`config.mk`:
```
export PLATFORM = sky130hd
export DESIGN_NAME = wb_arbiter
export DESIGN_NICKNAME = d
export VERILOG_FILES = /design/src/rtl/wb_arbiter.sv
export SDC_FILE = /design/constraint.sdc
export NUM_CORES = 1
export LEC_CHECK = 0
export ABC_AREA = 1
export CAP_MARGIN = 15
export CELL_PAD_IN_SITES_DETAIL_PLACEMENT = 0
export CELL_PAD_IN_SITES_GLOBAL_PLACEMENT = 1
export CORE_ASPECT_RATIO = 0.7
export CORE_UTILIZATION = 35
export DETAILED_ROUTE_END_ITERATION = 12
export PLACE_DENSITY_LB_ADDON = 0.1
export SYNTH_ARGS = -nofsm -noshare
export SYNTH_HDL_FRONTEND = slang
export SYNTH_SLANG_ARGS = --single-unit
```
`constraint.sdc`:
```
create_clock -name clk -period 3.8 [get_ports clk]
set_clock_uncertainty 0.1 [all_clocks]
set_input_delay 0.57 -clock clk [delete_from_list [all_inputs] [get_ports clk]]
set_output_delay 0.57 -clock clk [all_outputs]
set_load 0.01 [all_outputs]
```
`src/rtl/wb_arbiter.sv`:
```
// ---------------------------------------------------------------------------
// wb_arbiter
//
// Writeback arbiter feeding the single register file write port. Two result
// streams compete for that port every cycle:
//   * single-cycle ALU results, which win by default, and
//   * variable-latency load results, which wait in a 2-entry FIFO until the
//     ALU is idle or until they have lost arbitration STARVE_LIMIT times in
//     a row, at which point the FIFO head is forced through.
// The winning result is registered onto rf_we/rf_wa/rf_wd so the register
// file, which captures on the falling edge, sees stable values.
//
// An optional pending-load scoreboard tracks which registers still have a
// load in flight, so the decode hazard unit can stall dependent
// instructions. It is built only when the macro WB_ARBITER_SCOREBOARD_EN is
// defined. Without it, busy is tied to 0, iss_valid/iss_rd are ignored and
// decode is expected to stall on every load.
//
// Parameters:
//   STARVE_LIMIT  consecutive lost arbitrations before a load is forced (>= 1)
//   XLEN          result data width
//
// Ports:
//   clk        in   core clock, all state updates on the rising edge
//   rst_n      in   synchronous active-low reset
//   alu_valid  in   ALU result present
//   alu_ready  out  ALU result accepted this cycle
//   alu_rd     in   ALU destination register
//   alu_data   in   ALU result
//   ld_valid   in   load result present
//   ld_ready   out  load FIFO can accept an entry
//   ld_rd      in   load destination register
//   ld_data    in   load data
//   iss_valid  in   load issued to memory this cycle
//   iss_rd     in   issued load's destination register
//   rf_we      out  register file write enable (registered)
//   rf_wa      out  register file write address (registered)
//   rf_wd      out  register file write data (registered)
//   busy       out  per-register pending-load flags, bit 0 always 0
// ---------------------------------------------------------------------------
module wb_arbiter #(
    parameter int STARVE_LIMIT = 4,
    parameter int XLEN         = 32
) (
    input  logic            clk,
    input  logic            rst_n,
    input  logic            alu_valid,
    output logic            alu_ready,
    input  logic [4:0]      alu_rd,
    input  logic [XLEN-1:0] alu_data,
    input  logic            ld_valid,
    output logic            ld_ready,
    input  logic [4:0]      ld_rd,
    input  logic [XLEN-1:0] ld_data,
    input  logic            iss_valid,
    input  logic [4:0]      iss_rd,
    output logic            rf_we,
    output logic [4:0]      rf_wa,
    output logic [XLEN-1:0] rf_wd,
    output logic [31:0]     busy
);

    // Wide enough to hold the value STARVE_LIMIT itself.
    localparam int STARVE_W = (STARVE_LIMIT < 1) ? 1 : $clog2(STARVE_LIMIT + 1);
    localparam logic [STARVE_W-1:0] STARVE_MAX = STARVE_W'(STARVE_LIMIT);

    // Load FIFO storage and bookkeeping.
    logic [4:0]      fifo_rd   [2];
    logic [XLEN-1:0] fifo_data [2];
    logic            wr_ptr;
    logic            rd_ptr;
    logic [1:0]      count;

    logic [STARVE_W-1:0] starve_cnt;

    logic            fifo_empty;
    logic            fifo_full;
    logic            force_ld;
    logic            alu_fire;
    logic            ld_push;
    logic            ld_pop;
    logic [4:0]      head_rd;
    logic [XLEN-1:0] head_data;

    assign fifo_empty = (count == 2'd0);
    assign fifo_full  = (count == 2'd2);
    assign head_rd    = fifo_rd[rd_ptr];
    assign head_data  = fifo_data[rd_ptr];

    // Once the waiting head has lost STARVE_LIMIT times it takes the port
    // and the ALU is stalled for that one cycle.
    assign force_ld = !fifo_empty && (starve_cnt >= STARVE_MAX);

    // Both ready signals depend only on registered state plus rst_n, so
    // upstream valid never loops back into ready. Holding them low during
    // reset keeps every output quiet while rst_n is asserted.
    assign alu_ready = rst_n && !force_ld;
    assign ld_ready  = rst_n && !fifo_full;

    assign alu_fire = alu_valid && alu_ready;
    assign ld_push  = ld_valid && ld_ready;

    // The head is written when it is forced or when the ALU has nothing to
    // offer; alu_fire and ld_pop are therefore mutually exclusive.
    assign ld_pop = rst_n && !fifo_empty && (force_ld || !alu_valid);

    // FIFO pointers, occupancy and the starvation counter. A push is never
    // possible with the FIFO full because ld_ready is already low, so the
    // occupancy cannot overflow even with a simultaneous push and pop.
    always_ff @(posedge clk) begin
        if (!rst_n) begin
            wr_ptr     <= 1'b0;
            rd_ptr     <= 1'b0;
            count      <= 2'd0;
            starve_cnt <= '0;
        end else begin
            if (ld_push) begin
                wr_ptr <= ~wr_ptr;
            end
            if (ld_pop) begin
                rd_ptr <= ~rd_ptr;
            end
            case ({ld_push, ld_pop})
                2'b10:   count <= count + 2'd1;
                2'b01:   count <= count - 2'd1;
                default: count <= count;
            endcase
            // Counts cycles in which a waiting head lost to the ALU. The
            // force condition stalls the ALU before the counter can pass
            // STARVE_MAX, so no saturation logic is needed.
            if (ld_pop || fifo_empty) begin
                starve_cnt <= '0;
            end else if (alu_fire) begin
                starve_cnt <= starve_cnt + 1'b1;
            end
        end
    end

    // FIFO payload needs no reset: occupancy alone decides validity, and
    // ld_push is already gated off while rst_n is low.
    always_ff @(posedge clk) begin
        if (ld_push) begin
            fifo_rd[wr_ptr]   <= ld_rd;
            fifo_data[wr_ptr] <= ld_data;
        end
    end

    // Writeback register. Results aimed at x0 still complete their
    // handshake and refresh the address/data, but never assert the enable.
    // On idle cycles address and data keep their previous values.
    always_ff @(posedge clk) begin
        if (!rst_n) begin
            rf_we <= 1'b0;
            rf_wa <= 5'd0;
            rf_wd <= '0;
        end else if (ld_pop) begin
            rf_we <= (head_rd != 5'd0);
            rf_wa <= head_rd;
            rf_wd <= head_data;
        end else if (alu_fire) begin
            rf_we <= (alu_rd != 5'd0);
            rf_wa <= alu_rd;
            rf_wd <= alu_data;
        end else begin
            rf_we <= 1'b0;
        end
    end

`ifdef WB_ARBITER_SCOREBOARD_EN
    logic [31:0] busy_q;
    logic [31:0] busy_next;

    // Clear first, then set, so a re-issue to a register whose earlier load
    // is being written in the same cycle leaves that register busy. ALU
    // writes never touch these flags.
    always_comb begin
        busy_next = busy_q;
        if (ld_pop) begin
            busy_next[head_rd] = 1'b0;
        end
        if (iss_valid && (iss_rd != 5'd0)) begin
            busy_next[iss_rd] = 1'b1;
        end
        busy_next[0] = 1'b0;
    end

    always_ff @(posedge clk) begin
        if (!rst_n) begin
            busy_q <= 32'd0;
        end else begin
            busy_q <= busy_next;
        end
    end

    assign busy = busy_q;
`else
    // Issue information is meaningless without the scoreboard; the name
    // marks the sink as intentionally unused.
    logic unused_iss;
    assign unused_iss = ^{iss_valid, iss_rd};
    assign busy       = 32'd0;
`endif

endmodule

```
==> impl_metrics.tcl <==
set metrics [dict create \
    rows 36 \
    setup_violations 0 \
    synth_seq_area_share_pct 60.37 \
    synth_cell_types 23 \
    die_w_microns 147.8 \
    antennaDiodeCount 0 \
    cp_slowest_cell "clkdlybuf4s50_1" \
    worst-path-max-fanout 13 \
    insertion_delay_ns 0.41 \
    io_buffers 117 \
    hold_violations 0 \
    grt_use_total_pct 18.07 \
    cts_root_buffer "clkbuf_16" \
    regArea_sq_um 3144 \
    grt_max_degree 40 \
    fill_cells 1341 \
    pre_cts_ws_ns 0.8949 \
    whs_ns 0.3278 \
    setup_slack_ns 1.121 \
    worstMarginPinSlew_ns 0.7496 \
    clk_pin_slew_ns 0.05 \
    swShare_pct 26.30 \
    gp_congestion 0.7389 \
    ios 156 \
    overflow 0 \
    netlist_area_sq_um 5206 \
    slowest_delay_ns 0.57 \
    yosysWarnings 0 \
    coreArea_sq_um 14230 \
    initial_core_util_pct 36.58 \
    hpwl_microns 8639 \
    seqPwrFrac_pct 42.4 \
    drt-vias-per-instance 4.313 \
    clk_path_buf_depth 2 \
    fp.dieH_microns 104.0 \
    hp-class "reg2reg" \
    power_mw 3.561 \
    detailedRoute.firstPassIterationCount 5 \
    cpLargestDelayFamily "buffers and inverters" \
    clock_power_share_pct 42.7 \
    worst_setup_path_end_kind "primary output" \
    tns_ns 0 \
    grt_pass1_wl_microns 20980 \
    cp_num_buf_inv 3 \
    avgSynthCellArea_sq_um 8.794 \
    comb_power_share_pct 14.9 \
    num_vias 3951 \
    ant_nets 0 \
    powerDensity_nw_per_um2 505.4 \
    hold_buffers 0 \
    rsz0062_at_grt "no" \
    cts_tree "done" \
    period_needed_ns 2.679 \
    multi_input_area_sq_um 1657 \
    post_cts.resized_instances 0 \
    slew_headroom_pct 49.95 \
    p_switching_mw 0.9366 \
    irDropWorstVdd_v 0.0003121 \
    die-area_sq_um 15370 \
    internal_power_mw 2.625 \
    path_cells "clkdlybuf4s50_1, inv_2, a21oi_1, clkdlybuf4s50_1" \
    syn2layout_area_growth_pct 35.35 \
    post_cts_buffers 0 \
    cp.required_ns 3.13 \
    period_share_pct 70.49 \
    path_class "in2out" \
    wl_microns 12990 \
    fmax_mhz 373.3 \
    outcome "finished clean" \
    drc 0 \
    cp-start-kind "primary input" \
    cap_violations 0 \
    layout-drive-gt1-share_pct 7.163 \
    netlist_instances 592 \
    finalNetCount 799 \
    cts_buffers 17 \
    wl_per_cell_microns 14.18 \
    cts_sinks 120 \
    grt_pass1_vias 3974 \
    first_iter_violations 185 \
    crit_top_cell "clkdlybuf4s50_1" \
    cts-htree-levels 4 \
    p_leak_nw 3.087 \
    slew_violations 0 \
    critPathArrivalTime_ns 2.01 \
    grt_antenna_before_repair 1 \
    ys_ff_latch 120 \
]
cell usage after synthesis:
master / count / area share [%]
o211ai_2: 1 / 0.24
nand3_1: 44 / 4.2
and2_0: 7 / 0.84
buf_1: 3 / 0.22
ha_1: 2 / 0.48
clkbuf_1: 11 / 0.79
a21oi_2: 1 / 0.17
nor3_1: 1 / 0.096
dfxtp_1: 46 / 18
inv_2: 4 / 0.29
buf_4: 32 / 4.6
buf_6: 3 / 0.65
a21oi_1: 13 / 1.2
nor2_1: 32 / 2.3
xnor2_1: 1 / 0.17
o21ai_0: 6 / 0.58
nand2_1: 253 / 18
o21ai_1: 2 / 0.19
buf_2: 8 / 0.77
edfxtp_1: 74 / 43
inv_1: 46 / 3.3
nor2_2: 1 / 0.12
conb_1: 1 / 0.072
sequential cells by signal, indices dropped and copies added (netlist names), named ones only:
name and count:
count 2, fifo_data 64, fifo_rd 10, rd_ptr 1
rf_wa 5, rf_wd 32, rf_we 1, starve_cnt 3
wr_ptr 1
final cells by class:
type	instances	share of cell area, %
Multi-Input combinational cell	396	23.51
Clock buffer	17	6.037
Sequential cell	120	44.62
Inverter	50	2.663
Timing Repair Buffer	128	17.79
Clock inverter	15	2.006
Tap cell	190	3.374
path summary, 6_finish.rpt:
kind | endpoint | slack [ns] | cells after the start | startpoint
max | alu_ready | 1.12 | 4 | rst_n
min | starve_cnt[0] | 0.33 | 1 | starve_cnt[0]
max reg2reg | count[1] | 1.76 | 9 | count[1]
min reg2reg | starve_cnt[0] | 0.33 | 1 | starve_cnt[0]
placed cells by master (no fill, tap or decap):
master,netlist,layout
nand2_1,253,253
clkdlybuf4s50_1,0,117
edfxtp_1,74,74
inv_1,46,46
dfxtp_1,46,45
nand3_1,44,44
conb_1,1,32
nor2_1,32,30
clkbuf_16,0,17
a21oi_1,13,13
buf_4,32,11
and2_0,7,7
inv_6,0,7
o21ai_0,6,6
inv_2,4,4
clkinv_4,0,3
nor2_4,0,2
o21ai_1,2,2
ha_1,2,2
clkinvlp_4,0,2
nor2_2,1,1
o211ai_4,0,1
a21oi_4,0,1
xnor2_1,1,1
nor3_1,1,1
dfxtp_2,0,1
clkinv_1,0,1
bufinv_16,0,1
clkinv_2,0,1
through the flow:
step | cells | instance area (sq um) | util (%)
floorplan | 623 | 5323 | -
global placement | 884 | 6480 | 45.53
detailed placement | 884 | 6480 | 45.53
CTS | 916 | 7047 | 49.51
global route | 916 | 7047 | 49.51
finish | 916 | 7047 | 49.51
cells by family (layout without fill, tap and decap cells):
kind of cell	Yosys count	count (layout)	synth area share (%)
AO/OA/AOI/OAI	23	23	2.427
XOR/XNOR	1	1	0.1683
adder cells (fa/ha/maj)	2	2	0.4806
buffers and inverters	107	210	10.65
flip-flops	120	120	60.37
other	1	32	0.07203
AND/OR/NAND/NOR	338	338	25.84
metal layers:
metal	track usage, %	wire length (microns)
met5	0	11
met4	6.186	32
met3	5.088	1046
met2	26.99	5660
met1	24.99	6241
power by group through the flow:
stage               logic [mW]  clock network [mW]  registers [mW]
finish                   0.529                1.52            1.51
global route             0.596                1.62            1.52
CTS                      0.536                1.56            1.51
detailed placement       0.534                   0            1.54
global placement         0.528                   0            1.53
floorplan                0.267                   0            1.56
Power figures use the tool's default switching activity.
==> patch 1: new RTL, same flow settings <==
`STARVE_LIMIT`: 4 -> 2.
--- a/src/rtl/wb_arbiter.sv
+++ b/src/rtl/wb_arbiter.sv
@@ -39,7 +39,7 @@
 //   busy       out  per-register pending-load flags, bit 0 always 0
 // ---------------------------------------------------------------------------
 module wb_arbiter #(
-    parameter int STARVE_LIMIT = 4,
+    parameter int STARVE_LIMIT = 2,
     parameter int XLEN         = 32
 ) (
     input  logic            clk,
Function: changed (Yosys sat finds a counterexample within 4 cycles, from zero or initial values and one cycle with rst_n low).
==> patch 1 against the original RTL <==
- final area about the same
- sequential cell count decreased by 1
- via count increased by 0.23%
- die area increased by 0.99%
- count of clock-buffer cells in the layout increased by 1
- critical path type unchanged
- worst setup slack got worse by 0.051 ns
- sequential power about the same
- first-iteration DRC count increased by 9.2%
- synthesized area increased by 1.0%
- total power increased by 2.8%
- sequential share of layout area decreased by 0.32 points
- non-clock buffer count decreased by 3
- wire length decreased by 1.2%
==> patch 1: results (changes against the original RTL) <==
Max Cap Viol 0 (unchanged); Synth Instances 563 (was 592); Hold Crit Depth 1 (unchanged); GRT Util Overall 17.6% (was 18.1%); Final Max Slew Viols 0 (unchanged); R2R setup slack 1.46 ns (was 1.76 ns); postcts setup bufs 0 (unchanged); CP delay by family, top buffers and inverters (unchanged); routed wire length 12.8 mm (was 13.0 mm); Resized cells post-CTS 0 (unchanged); H-tree depth 4 (unchanged); CP peak stage delay 0.57 ns (about the same); first-pass GRT wire length 20.5 mm (was 21.0 mm); number of flops mapped to enable cells by yosys 74 (unchanged); gpl congestion 0.712 (was 0.739); FF-to-FF End rf_we$_SDFF_PN0_ (was count[1]$_SDFFE_PN0P_); Ys Warns 0 (unchanged); Psw 912 uW (was 937 uW); Hold Path End starve_cnt[0]$_SDFFE_PP0P_ (unchanged); ANT cells 0 (unchanged); Root Buffer clkbuf_16 (unchanged); slowest stage cell, crit path clkdlybuf4s50_1 (unchanged); final net count 762 (was 799); DR vias/cell 4.48 (was 4.31); hpwl dp 7.98 mm (was 8.64 mm); most frequent cells after synthesis 179 x nand2_1, 74 x edfxtp_1, 66 x nand3_1, 45 x dfxtp_1 (was 253 x nand2_1, 74 x edfxtp_1, 46 x dfxtp_1, 46 x inv_1, 44 x nand3_1); Pleak 2.91 nW (was 3.09 nW); Hold Crit Class reg2reg (unchanged); Setup WS pre-CTS 0.851 ns (was 0.895 ns); DRT Pass-1 Iters 6 (was 5); Worst Path Max Fanout 28 (was 13); vias in the first global route 3,899 (was 3,974); drt wl/cell 14.5 microns (was 14.2 microns); layout cells sized above 1 8.13% (was 7.16%); Worst VDD drop 0.311 mV (was 0.312 mV); initial antenna violation count 0 (was 1); Clk Latency, worst-skew pair 0.41 ns (about the same); CP required 3.13 ns (about the same); Port Buffers 117 (unchanged); Distinct cells, synth 28 (was 23); most common cell in the netlist nand2_1 (unchanged); status completed (unchanged); biggest regs fifo_data: 64 flops, rf_wd: 32 flops, fifo_rd: 10 flops (unchanged); Seq/Total Area, Yosys 59.4% (was 60.4%); synth top area cells edfxtp_1 42%, dfxtp_1 17%, nand2_1 13% (was edfxtp_1 43%, nand2_1 18%, dfxtp_1 18%); cts bufs inserted 17 (unchanged); hold path start starve_cnt[0]$_SDFFE_PP0P_ (unchanged); r2r worst-path depth 5 (was 9); clk buf depth 2 (unchanged); initial drt markers 202 (was 185); worst-margin pin slew 0.814 ns (was 0.750 ns); placed cell count 852 (was 884)
## patch 1: cell count changes in the layout (fill, tap and decap cells not counted), sizes merged, moves of 4 or more
cell   delta
and2      +4
nand3    +22
inv      -12
nand2    -71
a31oi     +8
a21oi    +12
## patch 1: layout make-up
class                      count  area (sq um)
fill                        1349          7620
sequential                   119          3120
multi-input combinational    371          1650
timing repair buffer         125          1260
clock buffer                  18           439
tap                          195           244
clock inverter                14           174
inverter                      42           160
## patch 1: cells by family (layout without fill, tap and decap cells)
family / Yosys count / after routing / synth area share, %
DFF: 119 / 119 / 59.4
other: 1 / 32 / 0.0713
adders and majority gates: 2 / 2 / 0.476
buffers and inverters: 104 / 199 / 11.7
and+or+nand+nor: 294 / 294 / 23.8
AOI/OAI and AO/OA: 43 / 43 / 4.57
## patch 1: worst max path at each step
stage / end / from / slack [ns]
floorplan: fifo_data[0][0]$_DFFE_PP_ / rst_n / 0.51
global placement: fifo_data[1][18]$_DFFE_PP_ / rst_n / 0.88
detailed placement: fifo_data[1][29]$_DFFE_PP_ / rst_n / 0.85
CTS: ld_ready / rst_n / 1.05
global route: ld_ready / rst_n / 0.97
finish: ld_ready / rst_n / 1.07
## patch 1: through the flow
stage                     hold WS, ns  cell area (sq um)
after global placement          0.300               6440
after floorplan                 0.291               5380
final                           0.307               7050
after global routing            0.342               7050
after CTS                       0.314               7050
after detailed placement        0.306               6440
## patch 1: power groups by stage
stage          Clock (mW)  Combinational [mW]  Sequential (mW)
2_1_floorplan           0               0.289             1.54
3_3_place_gp            0               0.506             1.53
3_5_place_dp            0               0.511             1.53
4_1_cts              1.68               0.515             1.51
5_1_grt              1.74               0.566             1.52
6_report             1.65               0.507             1.51
## patch 1: layer usage
metal,up-vias,track usage [%],wire [microns]
li1,1997,-,-
met1,1831,22.6,6050
met2,125,27.6,5750
met3,7,6.38,943
met4,0,5.08,93
met5,-,0,0
==> patch 2: new RTL, same settings <==
Made on the original files. The option `WB_ARBITER_SCOREBOARD_EN` is turned on by a define.
--- a/src/rtl/wb_arbiter.sv
+++ b/src/rtl/wb_arbiter.sv
@@ -38,6 +38,8 @@
 //   rf_wd      out  register file write data (registered)
 //   busy       out  per-register pending-load flags, bit 0 always 0
 // ---------------------------------------------------------------------------
+`define WB_ARBITER_SCOREBOARD_EN
+
 module wb_arbiter #(
     parameter int STARVE_LIMIT = 4,
     parameter int XLEN         = 32
Behaviour: not the same (Yosys sat finds a counterexample within 4 cycles, from zero or initial values and one cycle with rst_n low).
==> patch 2 against the original RTL <==
- synthesized area rose by 19%
- sequential cell count rose by 31
- sequential share of layout area fell by 0.83 points
- via count rose by 30%
- wire length rose by 30%
- final area rose by 22%
- worst setup slack improved by 0.25 ns
- total power rose by 16%
- critical endpoint unchanged
- highest routed layer is now met4
==> patch 2: results (changes against the original RTL) <==
final net count 974 (was 799); synth top area cells edfxtp_1 36%, dfxtp_1 25%, nand2_1 19% (was edfxtp_1 43%, nand2_1 18%, dfxtp_1 18%); Distinct cells, synth 25 (was 23); DRT Pass-1 Iters 4 (was 5); top_reg_cell synth dfxtp_1 (was edfxtp_1); vias in the first global route 4,941 (was 3,974); Seq/Total Area, Yosys 60.9% (was 60.4%); first-pass GRT wire length 26.3 mm (was 21.0 mm); GRT Util Overall 19.1% (was 18.1%); Worst Path Max Fanout 33 (was 13); hpwl dp 11.7 mm (was 8.64 mm); initial antenna violation count 0 (was 1); largest net degree at the start of global routing 41 (was 40); gpl congestion 0.784 (was 0.739); r2r worst-path depth 8 (was 9); drt wl/cell 14.9 microns (was 14.2 microns); slew margin rel. 46.0% (was 50.0%); status completed (unchanged); initial drt markers 337 (was 185); Port Buffers 154 (was 117); Pleak 3.43 nW (was 3.09 nW); R2R setup slack 1.56 ns (was 1.76 ns); FF-to-FF End busy[3]$_SDFF_PN0_ (was count[1]$_SDFFE_PN0P_); most frequent cells after synthesis 317 x nand2_1, 104 x nor2_1, 77 x dfxtp_1, 74 x edfxtp_1, 43 x o21ai_0 (was 253 x nand2_1, 74 x edfxtp_1, 46 x dfxtp_1, 46 x inv_1, 44 x nand3_1); Worst VDD drop 0.259 mV (was 0.312 mV); vias post-DR 5,132 (was 3,951)
==> patch 2: cell count changes in the layout (fill, tap and decap cells not counted), moves of 19 or more <==
cell / before / now
nand3_1: 44 / 6
conb_1: 32 / 1
clkdlybuf4s50_1: 117 / 153
o21ai_0: 6 / 43
a21oi_1: 13 / 36
dfxtp_1: 45 / 76
inv_1: 46 / 27
nor2_1: 30 / 102
nand2_1: 253 / 317
==> patch 2: metal layers <==
metal | track usage [%] | share of wire, %
met5 | 0 | 0
met4 | 5.79 | 0.51
met3 | 5.39 | 6.5
met2 | 27.5 | 42
met1 | 27.6 | 51
==> patch 2: through the flow <==
step           setup WS (ns)  hold slack, ns  util (%)  instances  area, sq um
2_1_floorplan          0.649           0.299         -        734         6180
3_3_place_gp            1.11           0.308      46.3       1100         7970
3_5_place_dp            1.05           0.317      46.3       1100         7970
4_1_cts                 1.35           0.326      49.9       1132         8600
5_1_grt                 1.26           0.345      49.9       1132         8600
6_report                1.37           0.320      49.9       1132         8600
==> patch 2: how the worst max path moves through the flow <==
stage | end | slack [ns] | cells after the start
after global routing | alu_ready | 1.26 | 5
after global placement | busy[25]$_SDFF_PN0_ | 1.11 | 9
after floorplan | fifo_data[0][0]$_DFFE_PP_ | 0.65 | 4
after detailed placement | busy[19]$_SDFF_PN0_ | 1.05 | 9
final | alu_ready | 1.37 | 5
after CTS | alu_ready | 1.35 | 5
==> patch 2: final cells by class <==
class                           count  area [sq um]  share of cell area [%]
Clock buffer                       27           547                    6.36
Multi-Input combinational cell    520          2150                    25.0
Inverter                           32           120                    1.40
Tap cell                          231           289                    3.36
Clock inverter                      5          80.1                   0.931
Sequential cell                   151          3760                    43.8
Timing Repair Buffer              166          1650                    19.2
==> patch 2: logic make-up after synthesis <==
| group | Yosys count | synth area share [%] |
|---|---|---|
| buf+inv | 63 | 4.76 |
| other cells | 1 | 0.0607 |
| flops | 151 | 60.9 |
| fa+ha+maj | 2 | 0.405 |
| compound gates | 84 | 7.09 |
| simple gates | 430 | 26.4 |
| xor+xnor | 3 | 0.425 |
==> patch 2: critical path, stage by stage <==
cell and delay [ns]:
buf_2 0.13, inv_2 0.04, buf_4 0.24, a21oi_2 0.20, clkdlybuf4s50_1 0.56
==> patch 2: power breakdown <==
part / total [mW] / switching [mW] / internal (mW)
Combinational: 0.532 / 0.291 / 0.241
Clock: 1.76 / 0.639 / 1.12
Sequential: 1.83 / 0.0360 / 1.79
Total: 4.12 / 0.966 / 3.16
